===== src/rtl/reg_mem_store.sv =====
// Purpose: saves/restores registers x1..x31 between the register file and NUM_CTX on-chip context slots.
// Latency: BUSY for 31 cycles after request acceptance, DONE in the 32nd cycle; a bad restore signals ERROR+DONE in the next cycle.
// Backpressure: none; request edges that arrive outside IDLE are dropped, and the pipeline must not write the RF while BUSY=1.
module reg_mem_store #(
  parameter int DATA_WIDTH = 32,
  parameter int NUM_CTX    = 4,
  parameter int CTX_BITS   = 2
) (
  input  logic                  CLK,
  input  logic                  RESET,
  input  logic                  RM_write,
  input  logic                  RM_read,
  input  logic [CTX_BITS-1:0]   CTX_SEL,
  output logic [4:0]            RF_ADDR,
  input  logic [DATA_WIDTH-1:0] RF_RDATA,
  output logic [DATA_WIDTH-1:0] RF_WDATA,
  output logic                  RF_WE,
  output logic                  BUSY,
  output logic                  DONE,
  output logic                  ERROR
);

  typedef enum logic [2:0] {
    S_IDLE,
    S_SAVE,
    S_RESTORE,
    S_DONE,
    S_ERR
  } state_t;

  state_t                r_state;
  state_t                w_state_nxt;
  logic                  r_wr_q;
  logic                  r_rd_q;
  logic [4:0]            r_idx;
  logic [CTX_BITS-1:0]   r_ctx;
  logic [NUM_CTX-1:0]    r_valid;
  // x0 is never stored, so word k of a slot holds register x(k+1)
  logic [DATA_WIDTH-1:0] r_mem [NUM_CTX][31];

  logic       w_wr_rise;
  logic       w_rd_rise;
  logic       w_accept;
  logic       w_last;
  logic       w_busy;
  logic [4:0] w_word;

  assign w_wr_rise = RM_write & ~r_wr_q;
  assign w_rd_rise = RM_read & ~r_rd_q;
  assign w_accept  = (r_state == S_IDLE) && (w_wr_rise || w_rd_rise);
  assign w_last    = (r_idx == 5'd31);
  assign w_busy    = (r_state == S_SAVE) || (r_state == S_RESTORE);
  assign w_word    = r_idx - 5'd1;

  // State register
  always_ff @(posedge CLK) begin
    if (RESET) begin
      r_state <= S_IDLE;
    end else begin
      r_state <= w_state_nxt;
    end
  end

  // Next-state and output decode; outputs depend only on state/idx (plus memory read data)
  always_comb begin
    w_state_nxt = r_state;
    BUSY        = 1'b0;
    DONE        = 1'b0;
    ERROR       = 1'b0;
    RF_WE       = 1'b0;
    RF_ADDR     = 5'd0;
    RF_WDATA    = '0;
    case (r_state)
      S_IDLE: begin
        // save wins when both requests rise on the same edge
        if (w_wr_rise) begin
          w_state_nxt = S_SAVE;
        end else if (w_rd_rise) begin
          w_state_nxt = r_valid[CTX_SEL] ? S_RESTORE : S_ERR;
        end
      end
      S_SAVE: begin
        BUSY    = 1'b1;
        RF_ADDR = r_idx;
        if (w_last) w_state_nxt = S_DONE;
      end
      S_RESTORE: begin
        BUSY     = 1'b1;
        RF_ADDR  = r_idx;
        RF_WE    = 1'b1;
        RF_WDATA = r_mem[r_ctx][w_word];
        if (w_last) w_state_nxt = S_DONE;
      end
      S_DONE: begin
        DONE        = 1'b1;
        w_state_nxt = S_IDLE;
      end
      S_ERR: begin
        DONE        = 1'b1;
        ERROR       = 1'b1;
        w_state_nxt = S_IDLE;
      end
      default: w_state_nxt = S_IDLE;
    endcase
  end

  // Request history, slot/index bookkeeping and slot-valid flags
  always_ff @(posedge CLK) begin
    if (RESET) begin
      r_wr_q  <= 1'b0;
      r_rd_q  <= 1'b0;
      r_idx   <= 5'd0;
      r_ctx   <= '0;
      r_valid <= '0;
    end else begin
      r_wr_q <= RM_write;
      r_rd_q <= RM_read;
      if (w_accept) begin
        r_ctx <= CTX_SEL;
        r_idx <= 5'd1;
      end else if (w_busy) begin
        r_idx <= w_last ? 5'd0 : r_idx + 5'd1;
      end
      if ((r_state == S_SAVE) && w_last) r_valid[r_ctx] <= 1'b1;
    end
  end

  // Slot storage capture during save; contents are deliberately not reset
  always_ff @(posedge CLK) begin
    if (r_state == S_SAVE) r_mem[r_ctx][w_word] <= RF_RDATA;
  end

endmodule


===== config.mk =====
export PLATFORM = sky130hd
export DESIGN_NAME = reg_mem_store
export DESIGN_NICKNAME = d
export VERILOG_FILES = /design/src/rtl/reg_mem_store.sv
export SDC_FILE = /design/constraint.sdc
export NUM_CORES = 2
export LEC_CHECK = 0
export CORE_MARGIN = 4
export CORE_UTILIZATION = 40
export DETAILED_ROUTE_END_ITERATION = 12
export PLACE_DENSITY = 0.53
export SYNTH_ARGS = -nofsm -noshare
export SYNTH_HDL_FRONTEND = slang
export SYNTH_SLANG_ARGS = --single-unit

===== constraint.sdc =====
create_clock -name CLK -period 11 [get_ports CLK]
set_input_delay 1.65 -clock CLK [delete_from_list [all_inputs] [get_ports CLK]]
set_output_delay 1.65 -clock CLK [all_outputs]
set_load 0.05 [all_outputs]

Word level (Yosys, flattened, before mapping):

Memories as Yosys holds them, arrays and structs flattened. A register that Yosys moved wholly into a read port is not among the register bits.
Index checks and enable logic that the tools add are counted.

* output and inout port bits: 41
* input bits: 38
* RAM bits: 3968
* logic and storage cells: 67
* memories kept: 1
* flip-flop bits (word level): 16

Memories
* r_mem: depth 4, bits a word 992, read ports 1, clocked after Yosys merged registers in 1, write ports 1, line 39 `logic [DATA_WIDTH-1:0] r_mem [NUM_CTX][31];`

* add/subtract/negate cells: 2
* equal/unequal tests: 7
* reduce and logical (&&, ||, !) cells: 12
* mux-type cells: 27
* bitwise logic cells: 6
* $lt $le $gt $ge: 5

Operators with widths (count)
* two-way mux 992 bit: 1
* binary-select mux 32 bit (select 5 bit): 1
* demux 32 bit (select 5 bit): 1
* two-way mux 32 bit: 4
* two-way mux 3 bit: 4
* two-way mux 5 bit: 2
* two-way mux 1 bit: 9
* equality test 3 x 2 -> 1 bit (second input constant): 2
* >= comparator 6 bit (second input constant): 1
* < comparator 2 x 3 -> 1 bit (second input constant): 2
* < comparator 6 x 1 -> 1 bit (second input constant): 1
* NOT 5 -> 6 bit: 1
* case mux 3 bit (2 select lines): 1
* OR reduction 2 bit: 3
* adder 5 x 1 -> 5 bit (second input constant): 1
* equality test 5 bit (second input constant): 1
* subtractor 5 x 1 -> 5 bit (second input constant): 1
* logical AND 1 bit: 4
* two-way mux 2 bit: 2
* OR 4 bit: 1
* equality test 3 x 1 -> 1 bit (second input constant): 1
* equality test 3 bit (second input constant): 1
* logical NOT 3 bit: 1
* != test 3 bit (second input constant): 1
* 9 further kinds: 12

Depth between registers and ports, before layout:

* depth after elaboration: 7
* mapped depth: 17
* mapped depth without buffers: 8

Worst setup path before layout:

OpenSTA, ideal clock, no wires.

* path type: register to output
* from: register r_idx[0]
* to: output port RF_WDATA[31]
* data arrival time: 5.552 ns
* cell stages (with the launch flop): 16
* path slack: 3.798 ns
* path buffers: 8
* cell sequence: dfxtp_1 > buf_4 > buf_2 > inv_1 > buf_2 > buf_2 > clkbuf_1 > ha_1 > inv_2 > buf_2 > buf_2 > buf_2 > nor2_1 > nor2_1 > a221oi_1 > a2111oi_0

* longest elaborated chain between the ends: 6

RTL lines
* from (decl): line 35 `logic [4:0] r_idx;`
* from (signal assigned): line 122 `r_idx <= w_last ? 5'd0 : r_idx + 5'd1;`
* subtractor 5 x 1 -> 5 bit: line 53 `assign w_word = r_idx - 5'd1;`
* NOT 5 -> 6 bit (not written as such): line 91 `RF_WDATA = r_mem[r_ctx][w_word];`
* binary-select mux 32 bit (select 5 bit): line 91
* two-way mux 32 bit (not written as such) (2 in a row): line 91
* two-way mux 32 bit: line 73 `case (r_state)`
* to (decl): line 16 `output logic [DATA_WIDTH-1:0] RF_WDATA,`

Every way passes these cells. The select of a mux whose other input is x is not followed.

Final worst setup path:

* from: register r_idx[0]
* to: output port RF_WDATA[21]

The elaborated chain is that of the path after synthesis.

==> impl_metrics.toml <==
[power]
worst_ir_drop_vdd_mv = 0.1466
power.total_mw = 34.96
p_leak_nw = 51.99
p_per_area_mw_per_mm2 = 201.1

[final_layout]
register_area_mm2 = 0.1195
multiInputGateArea_mm2 = 0.03184
final_util = 0.4582
fin_area_mm2 = 0.1739
fillers = 31430
drive_gt1_frac = 0.2999
nNetsFinal = 6860
area_growth_pct = 13.98

[floorplan]
start_util = 0.4020
core_area_mm2 = 0.3795
row_count = 226
die_area_mm2 = 0.3913
die_y_um = 625.5
io_pins = 79
dieWidth_um = 625.5

[logic_synthesis]
ys_warn_count = 0
synth-seq-cells = 3986
syn-cell-area_mm2 = 0.1525
ys.flop_type = "edfxtp_1"
synthTopCellsByArea = "edfxtp_1 78%, mux4_2 16%, mux2i_1 0.76%"
synth_cell_type_count = 67
yosysTopAreaCell = "edfxtp_1"
synth.yosys.seq_area_share = 0.7835
syn_inst = 6412
syn_avg_cell_area_um2 = 23.79
synthArstFlopShare = 0
synth_top_area_share = 0.7812
synth_edf_count = 3968
synth_nets = 6457

[sta]
maxSlewHeadroom = 0.01854
tightestPinTransition_ns = 1.472
slew_violations = 0
skew_ns = 0.06006
fin_setup_tns_ns = 0
rsz0062_at_grt = "false"
fin_ws_ns = 1.833
finalCriticalPeriod_ns = 9.167
timing.final.crit_share = 0.8334
fmax_mhz = 109.1
setup_violations = 0
hold_viol_final = 0

[routing]
drt_wl_total_mm = 452.2
drc_errors = 0
wire_per_inst_um = 37.09
drt_iter0_drc = 9650
routed_via_density = 6.021
drt-pass1-iter-count = 5
final_antenna_net_count = 0
vias = 73410

[worst_setup_path]
cpPeakStageDelay_ns = 1.21
cp_cell_sequence = "inv_4, ha_4, inv_8, buf_12, buf_4, mux4_2, a221oi_1, buf_4, a31oi_1, clkdlybuf4s50_1"
cp_common_cell = "buf_4"
crit_fanout = 62
r2r_setup_slack_ns = 5.39
worstSetupEndpointType = "primary output"
path_buf_inv = 6
worstSetupStartpointType = "register"
cpLargestDelayFamily = "buffers and inverters"
cp.required_ns = 9.35
crit_arrival_ns = 7.52
slowest_stage = "a221oi_1"
crit_type = "register to primary output"

[clocking]
clock-root-buffer = "clkbuf_16"
cts_made_buffers = 421
htreeDepth = 5
clock_latency_ns = 0.98
tritoncts = "done"
cts_max_path_buffers = 4
cts.repair.resized = 0
numClockSinks = 3986
post-cts-setup-buffers = 0
path_clk_slew_ns = 0.06
hold_buffers = 0

[grt]
grt_max_degree = 129
grt_pass1_wl_mm = 620.3
track_usage = 0.2287
overflow = 0
first_global_vias = 72700
antenna_found_initial = 47

[placed_design]
place.gp.congestion = 0.8508
dpl-instance-area_mm2 = 0.1606
pre_cts_ws_ns = 2.855
dp_hpwl_mm = 254.8
portBuffers = 78

[run_status]
status = "complete, no violations"

[run]
max_cap_violations = 0

[hold_path]
hold_path.class = "register to register"
tightest hold or removal path: stages, from the launching register on:
cell and delay [ns]:
dfxtp_1 0.33, a21oi_1 0.04, nor2_1 0.07
power breakdown:
part           internal, mW  switching (mW)  total (mW)
registers              16.7          0.0410        16.8
logic                  1.49            3.00        4.50
clock network          7.83            5.84        13.7
layout by cell type (no fill, tap or decap), types with 7 or more instances in the layout:
master           synthesis  routed
a211oi_1                 8       8
a21oi_1                 64      64
a221oi_1                35      35
a22o_1                   7       7
a22oi_1                 89      89
a31oi_1                 37      36
a32oi_1                 12      12
a41oi_1                  8       8
and2_1                   8       7
buf_12                   0      17
buf_4                   65     283
bufinv_16                0      31
clkbuf_1               126      95
clkbuf_16                0     424
clkdlybuf4s50_1          0      46
clkinv_1                 0     110
clkinv_2                 0      62
clkinvlp_4               0      15
dfxtp_1                 18      15
diode_2                  0      16
edfxtp_1              3968    3968
inv_1                   10       9
inv_6                    0       8
mux2_2                  20      20
mux2i_1                116     116
mux4_2                1101    1101
nand2_1                116     115
nand2b_1                11       9
nand3_1                 36      36
nor2_1                 108      58
nor2_4                   0      46
nor2b_1                 12      10
nor3_1                  93      10
nor3_2                   0      83
o21ai_0                 34      33
o221ai_1                21      21
o22ai_1                 18      18
final timing paths:
path / startpoint / to / depth (start not counted)
max: r_idx[0]$_SDFFE_PP0P_ / RF_WDATA[21] / 10
min: r_valid[1]$_SDFFE_PP0P_ / r_valid[1]$_SDFFE_PP0P_ / 2
max reg2reg: r_idx[0]$_SDFFE_PP0P_ / r_mem[3][911]$_DFFE_PP_ / 8
min reg2reg: r_valid[1]$_SDFFE_PP0P_ / r_valid[1]$_SDFFE_PP0P_ / 2
through the flow:
stage	instances	hold WS, ns
floorplan	6412	0.4315
global placement	11410	0.4465
detailed placement	11410	0.4738
CTS	12180	0.4874
global route	12180	0.5103
finish	12190	0.4781
cells in the mapped netlist, drive strengths merged (4+ instances only):
cell type,n
nand2,116
nand2b,11
nand3b,4
nor3,93
nand3,36
a41oi,8
o22ai,18
mux4,1101
ha,7
nor4,4
and2,8
a22o,7
a22oi,89
a211oi,9
edfxtp,3968
o221ai,21
a32oi,12
o31ai,6
nor2b,12
clkbuf,126
dfxtp,18
mux2i,116
and3,6
buf,241
o21ai,40
mux2,20
a31oi,37
nor2,108
or3,4
a221oi,35
a21oi,64
a32o,5
inv,12
a2111oi,6
routing by layer:
layer / vias to the layer above / GRT usage / routed length, um
met5: - / 0 / 40
met4: 6 / 0.07940 / 17490
met3: 643 / 0.03739 / 35240
met2: 3300 / 0.3600 / 213800
met1: 40840 / 0.3256 / 185600
li1: 28630 / - / -
registers in the layout (all words and copies together) (netlist names), named ones only:
| register | cells |
|---|---|
| r_ctx | 2 |
| r_mem | 3968 |
| r_state | 3 |
| r_rd_q | 1 |
| r_idx | 5 |
| r_valid | 4 |
| r_wr_q | 1 |
area by class of cell:
cell class / count / share of cell area
Sequential cell: 3986 / 0.6875
Multi-Input combinational cell: 2047 / 0.1831
Clock buffer: 524 / 0.06347
Tap cell: 5016 / 0.03610
Timing Repair Buffer: 347 / 0.01685
Clock inverter: 244 / 0.01242
Inverter: 12 / 0.0003166
Antenna cell: 16 / 0.0002303
kinds of logic (layout without fill, tap and decap cells):
group,Yosys count,after routing,share of synthesized area
AO/OA/AOI/OAI,385,385,0.01789
XOR/XNOR,3,3,0.0001723
adder cells (fa/ha/maj),7,7,0.0005742
buffers and inverters,379,1127,0.01372
flip-flops,3986,3986,0.7835
multiplexers,1237,1237,0.1716
other,0,16,0
AND/OR/NAND/NOR,415,415,0.01248
(Power assumes the default switching activity.)
